## src/rtl/bcd_scan_counter_if.sv

```systemverilog
// Bus bundle between bcd_scan_counter and its user/display path.
// master drives en/clr; slave (the counter) drives the display outputs.
interface bcd_scan_counter_if;
  logic        en;
  logic        clr;
  logic [15:0] count;
  logic        carry;
  logic [3:0]  bcd;
  logic [3:0]  dig_sel;
  logic        blank;

  modport master (
    output en,
    output clr,
    input  count,
    input  carry,
    input  bcd,
    input  dig_sel,
    input  blank
  );

  modport slave (
    input  en,
    input  clr,
    output count,
    output carry,
    output bcd,
    output dig_sel,
    output blank
  );
endinterface

```

## src/rtl/bcd_scan_counter.sv

```systemverilog
// Four-digit BCD up-counter with a time-multiplexed digit scanner.
// Define BCD_SCAN_LEADING_ZERO_BLANK_EN to enable leading-zero blanking.
module bcd_scan_counter #(
  parameter int unsigned SCAN_DIV = 4
) (
  input  logic            clk,
  input  logic            rst_n,
  bcd_scan_counter_if.slave bus
);

  localparam logic [7:0] PRESC_MAX = 8'(SCAN_DIV - 1);

  logic [15:0] count_q;
  logic [15:0] count_n;
  logic        carry_q;
  logic        carry_n;
  logic [3:0]  inc;
  logic [7:0]  presc_q;
  logic [7:0]  presc_n;
  logic        presc_wrap;
  logic [1:0]  idx_q;
  logic [1:0]  idx_n;
  logic [3:0]  sel_q;
  logic [3:0]  sel_n;
  logic [3:0]  bcd_q;
  logic [3:0]  bcd_n;
  logic        blank_q;
  logic        blank_n;

  // Next count: digit i steps when en and all lower digits are 9
  always_comb begin
    count_n = count_q;
    inc     = '0;
    inc[0]  = bus.en;
    for (int i = 1; i < 4; i++) begin
      inc[i] = inc[i-1] && (count_q[4*(i-1) +: 4] == 4'd9);
    end
    for (int i = 0; i < 4; i++) begin
      if (inc[i]) begin
        if (count_q[4*i +: 4] == 4'd9) begin
          count_n[4*i +: 4] = 4'd0;
        end else begin
          count_n[4*i +: 4] = count_q[4*i +: 4] + 4'd1;
        end
      end
    end
    carry_n = inc[3] && (count_q[15:12] == 4'd9);
    if (bus.clr) begin
      count_n = '0;
      carry_n = 1'b0;
    end
  end

  // Free-running prescaler and digit index
  always_comb begin
    presc_wrap = (presc_q == PRESC_MAX);
    presc_n    = presc_wrap ? 8'd0 : presc_q + 8'd1;
    idx_n      = idx_q + {1'b0, presc_wrap};
  end

  // Display word built from the index being entered this edge
  always_comb begin
    sel_n = 4'b0001 << idx_n;
    bcd_n = count_q[{idx_n, 2'b00} +: 4];
`ifdef BCD_SCAN_LEADING_ZERO_BLANK_EN
    unique case (1'b1)
      (idx_n == 2'd1): blank_n = (count_q[15:4] == 12'd0);
      (idx_n == 2'd2): blank_n = (count_q[15:8] == 8'd0);
      (idx_n == 2'd3): blank_n = (count_q[15:12] == 4'd0);
      default:         blank_n = 1'b0;
    endcase
`else
    blank_n = 1'b0;
`endif
  end

  // Count and wrap pulse registers
  always_ff @(posedge clk or negedge rst_n) begin
    if (!rst_n) begin
      count_q <= '0;
      carry_q <= 1'b0;
    end else begin
      count_q <= count_n;
      carry_q <= carry_n;
    end
  end

  // Scanner state, independent of en/clr
  always_ff @(posedge clk or negedge rst_n) begin
    if (!rst_n) begin
      presc_q <= '0;
      idx_q   <= '0;
    end else begin
      presc_q <= presc_n;
      idx_q   <= idx_n;
    end
  end

  // Display outputs updated together so fnd never sees a split pair
  always_ff @(posedge clk or negedge rst_n) begin
    if (!rst_n) begin
      sel_q   <= 4'b0001;
      bcd_q   <= '0;
      blank_q <= 1'b0;
    end else begin
      sel_q   <= sel_n;
      bcd_q   <= bcd_n;
      blank_q <= blank_n;
    end
  end

  assign bus.count   = count_q;
  assign bus.carry   = carry_q;
  assign bus.bcd     = bcd_q;
  assign bus.dig_sel = sel_q;
  assign bus.blank   = blank_q;

endmodule
```

## src/flat_wrapper.sv

```systemverilog
// flat-port wrapper written by rule: the top's interface ports become plain ports
module bcd_scan_counter_flat 
#(
  parameter int unsigned SCAN_DIV = 4
)
  (clk, rst_n, bus_en, bus_clr, bus_count, bus_carry, bus_bcd, bus_dig_sel, bus_blank);
  bcd_scan_counter_if bus_i ();
  input  logic clk;
  input  logic rst_n;
  input wire logic [$bits(bus_i.en)-1:0] bus_en;
  input wire logic [$bits(bus_i.clr)-1:0] bus_clr;
  output wire logic [$bits(bus_i.count)-1:0] bus_count;
  output wire logic [$bits(bus_i.carry)-1:0] bus_carry;
  output wire logic [$bits(bus_i.bcd)-1:0] bus_bcd;
  output wire logic [$bits(bus_i.dig_sel)-1:0] bus_dig_sel;
  output wire logic [$bits(bus_i.blank)-1:0] bus_blank;
  assign bus_i.en = bus_en;
  assign bus_i.clr = bus_clr;
  assign bus_count = bus_i.count;
  assign bus_carry = bus_i.carry;
  assign bus_bcd = bus_i.bcd;
  assign bus_dig_sel = bus_i.dig_sel;
  assign bus_blank = bus_i.blank;
  bcd_scan_counter #(.SCAN_DIV(SCAN_DIV)) u_core (.clk(clk), .rst_n(rst_n), .bus(bus_i));
endmodule
```

## config.mk

```make
export PLATFORM = sky130hd
export DESIGN_NAME = bcd_scan_counter_flat
export DESIGN_NICKNAME = d
export VERILOG_FILES = /design/src/rtl/bcd_scan_counter_if.sv /design/src/rtl/bcd_scan_counter.sv /design/src/flat_wrapper.sv
export SDC_FILE = /design/constraint.sdc
export NUM_CORES = 1
export LEC_CHECK = 0
export BUFFER_PORTS_ARGS = -buffer_cell sky130_fd_sc_hd__buf_2
export CAP_MARGIN = 20
export CORE_ASPECT_RATIO = 1.25
export CORE_UTILIZATION = 30
export DETAILED_ROUTE_END_ITERATION = 8
export SLEW_MARGIN = 20
export SYNTH_ARGS = -nofsm -noshare
export SYNTH_HDL_FRONTEND = slang
export SYNTH_SLANG_ARGS = --single-unit
```

## constraint.sdc

```tcl
create_clock -name clk -period 2.28 [get_ports clk]
set_input_delay 0.456 -clock clk [delete_from_list [all_inputs] [get_ports clk]]
set_output_delay 0.456 -clock clk [all_outputs]
set_load 0.05 [all_outputs]
```

==> metrics.md <==
| Metric | Value |
|---|---|
| Ant. Diodes | 0 |
| Achievable Freq | 485.4 MHz |
| Post-route worst setup slack | 219.9 ps |
| Width of the chip | 69.61 um |
| Maximum buffer depth of the clock tree | 2 |
| Post-synthesis instance area | 1714 um^2 |
| Area of the core region | 5480 um^2 |
| Hold_buf cts | 0 |
| Number of hold-slack violations in the final timing report | 0 |
| HPWL reported at the end of detailed placement | 2.403 mm |
| Nets@finish | 203 |
| Net switching power | 264.9 uW |
| H-tree Lvls | 2 |
| Power per Cell Area | 609.1 nW/um^2 |
| Slew Limit Fails | 0 |
| Total of fill cells in the finished design | 561 |
| Class of the worst hold path | input port to asynchronous set/reset pin |
| Clock period minus worst slack | 2060 ps |
| Kind of start point of the critical path | flip-flop |
| Area enclosed by the die boundary | 6022 um^2 |
| Clock network power share | 43.7% |
| Drt pass-1 iters | 3 |
| Critical setup path kind | flip-flop to flip-flop |
| Post-synthesis share of cell area spent on full adders, half adders and majority gates | 7.299% |
| Global-route wire length before repair | 5.782 mm |
| Y dimension of the die | 86.51 um |
| Mux share of post-synthesis cell area | 5.474% |
| Share of the synthesized area in the top cell type | 49.64% |
| Synth Register Bits | 35 |
| Layout cell share with drive strength beyond 1 | 24.74% |
| Critical Path RT | 2440 ps |
| Most frequent cell after synthesis | dfrtp_1 |
| Num CTS Buffers | 5 |
| Static leakage | 0.0009743 uW |
| Share of total power in combinational logic | 5.0% |
| Sw Ratio | 21.52% |
| Synth Instances | 158 |
| Sequential share of power | 51.3% |
| Routed length per instance | 13.28 um |
| Largest net degree at the start of global routing | 36 |
| Clock-pin slew on the worst setup and hold paths | 70 ps |
| Run status | finished, final reports clean |
| Synthesis-to-finish area growth | 17.88% |
| Residual antenna-violating net count after detailed routing | 0 |
| Remaining DRCs | 0 |
| Synth cell count leaders | 34 x dfrtp_1, 14 x a21oi_1, 14 x nor2_1, 10 x ha_1, 10 x nand2_1 |
| Most used flip-flop cell after synthesis | dfrtp_1 |
| Period utilization | 90.35% |
| Fraction of the yosys area taken by sequential cells | 51.17% |
| Synth Area in Simple Gates | 20.80% |
| Buf+Inv Stages, Crit Path | 0 |
| Root cell of the clock tree | clkbuf_8 |
| Remaining max-slew budget at the tightest pin | 48.20% |
| Final worst hold slack | 247.7 ps |
| CTS Sinks | 35 |
| Largest cells by area after synthesis | dfrtp_1 50%, ha_1 7.3%, a21oi_1 4.1% |
| Cell Rows | 30 |
| Starting Density | 31.28% |
| RSZ-0062 raised after global routing | no |
| Minimum setup slack after placement | 218.8 ps |
| Ys async rst share | 100.0% |
| Crit-path most repeated cell | ha_1 |
| Worst reg2reg startpoint | u_core.presc_q[0]$_DFF_PN0_ |
| R2R cell count | 4 |
| Max IR drop VDD | 0.2124 mV |
| Capture instance of the worst register-to-register path | u_core.bus.bcd[2]$_DFF_PN0_ |
| Synthesis warning total | 0 |
| Internal cell power | 966.0 uW |
| Area fraction in compound gates after synthesis | 7.372% |
| Maximum cell stage delay along the critical path | 580 ps |
| Xor and xnor area share after synthesis | 4.088% |
| Number of global-route vias before repair | 1194 |
| Critical path's slowest cell | mux4_1 |
| Wire length after detailed routing | 3.372 mm |
| Crit. End Element | flip-flop |
| Synthesized Nets | 172 |
| Largest family of logic cells by synthesized area | simple AND/OR/NAND/NOR gates |
| Grt ovf | 0 |
| Gate family responsible for the most delay along the worst path | adder cells |
| Setup skew after layout | 4.464 ps |
| Leading area contributor after synthesis | dfrtp_1 |
| Number of top-level pins | 30 |
| Sum Neg Setup Slack | 0 ps |
| Via count of the routed design | 1264 |
| GP Congestion | 0.7537 |
| Global-route usage over all layers | 12.21% |
| Slew at the pin with the worst max-slew slack | 777.0 ps |
| IO buf count | 28 |
| TritonCTS clock tree | done |
| Internal reg-to-reg setup slack | 220 ps |
| Average cell area after synthesis | 10.85 um^2 |
| Number of violations of the max-capacitance limit | 0 |
| Crit path max fanout | 8 |
| Number of antenna violations at the first check in global routing | 0 |
| Chain of cells forming the critical path | ha_1 -> and3_1 -> ha_1 -> mux4_1 |
| Final-report setup violation count | 0 |
| Post CTS Setup Buffer Count | 0 |
| Ratio of routed vias to standard cells | 4.976 |
| Data arrival time of the critical path | 2220 ps |
| Clock insertion delay at the later pin of the skew report | 280 ps |
| Number of enable flip-flop cells after synthesis | 0 |
| CTS resizes | 0 |
| Cell variety after synth | 36 |
| Violation count after the first detailed-route iteration | 64 |
-- through the flow --
step                      std cells  area [um^2]  util [%]  power, uW
final                           254         2021     36.87       1231
after floorplan                 158         1714         -      683.0
after CTS                       254         2021     36.87       1258
after detailed placement        246         1914     34.93      706.4
after global routing            254         2021     36.87       1285
after global placement          246         1914     34.93      706.6
-- kinds of logic (layout without fill, tap and decap cells) --
group,count (synthesis),after routing
buf+inv,14,46
compound gates,23,23
xor+xnor,8,8
fa+ha+maj,10,10
mux,4,4
other cells,1,1
simple gates,63,63
flops,35,35
-- worst max-delay path by stage --
stage	from	end	slack, ps	depth (start not counted)
after floorplan	u_core.presc_q[0]$_DFF_PN0_	u_core.bus.bcd[2]$_DFF_PN0_	210	5
after global placement	u_core.presc_q[0]$_DFF_PN0_	u_core.bus.bcd[2]$_DFF_PN0_	280	4
after detailed placement	u_core.presc_q[0]$_DFF_PN0_	u_core.bus.bcd[2]$_DFF_PN0_	220	4
after CTS	u_core.presc_q[0]$_DFF_PN0_	u_core.bus.bcd[2]$_DFF_PN0_	210	4
after global routing	u_core.presc_q[6]$_DFF_PN0_	u_core.bus.bcd[2]$_DFF_PN0_	90	4
final	u_core.presc_q[0]$_DFF_PN0_	u_core.bus.bcd[2]$_DFF_PN0_	220	4
-- state kept, by name (all words and copies together) (netlist names) --
| register | cells |
|---|---|
| u_core.bus.count | 16 |
| u_core.idx_q | 2 |
| u_core.bus.bcd | 4 |
| u_core.bus.carry | 1 |
| u_core.bus.dig_sel | 4 |
| u_core.presc_q | 8 |
-- power groups by stage --
stage / combinational (uW) / clock [uW] / sequential, uW
after CTS: 63.5 / 563 / 631
after global placement: 63.1 / 0 / 643
after global routing: 68.2 / 585 / 632
after detailed placement: 63.2 / 0 / 643
final: 61.7 / 538 / 631
after floorplan: 22.1 / 0 / 661
-- cell usage in the layout (no fill, tap or decap), drive strengths merged --
master  count
inv         9
dfrtp      34
nand2      10
bufinv      1
and2        3
nand3       9
nor3        6
or4         1
nand3b      1
a21oi      14
nor2b       1
a211oi      1
nand4b      1
buf        29
and4b       1
o21ai       5
conb        1
a311oi      1
clkbuf      7
and3        4
mux4        4
xor2        2
xnor2       6
dfstp       1
nor2       14
or3         6
and3b       3
nor4        2
a21boi      2
ha         10
nor3b       1
-- per-layer routing --
layer	track usage [%]	vias up	wire, um
met3	3.953	6	144
met1	15.23	616	1624
met4	5.273	0	47
met2	19.51	24	1556
met5	0	-	0
li1	-	618	-
-- worst reg2reg max path: cells and delay by family (launching register included) --
kind                       cells  cell delay, ps
DFF                            1             390
muxes                          1             590
and+or+nand+nor                1             210
adders and majority gates      2             740
-- cell type report --
| type | instances | area, um^2 | area share (%) |
|---|---|---|---|
| Sequential cell | 35 | 877.1 | 43.41 |
| Tap cell | 64 | 80.08 | 3.963 |
| Clock inverter | 1 | 30.03 | 1.486 |
| Multi-Input combinational cell | 109 | 775.7 | 38.39 |
| Inverter | 9 | 33.78 | 1.672 |
| Clock buffer | 7 | 76.32 | 3.777 |
| Timing Repair Buffer | 29 | 147.6 | 7.307 |
Note: power is estimated with default switching activity, not from simulation.
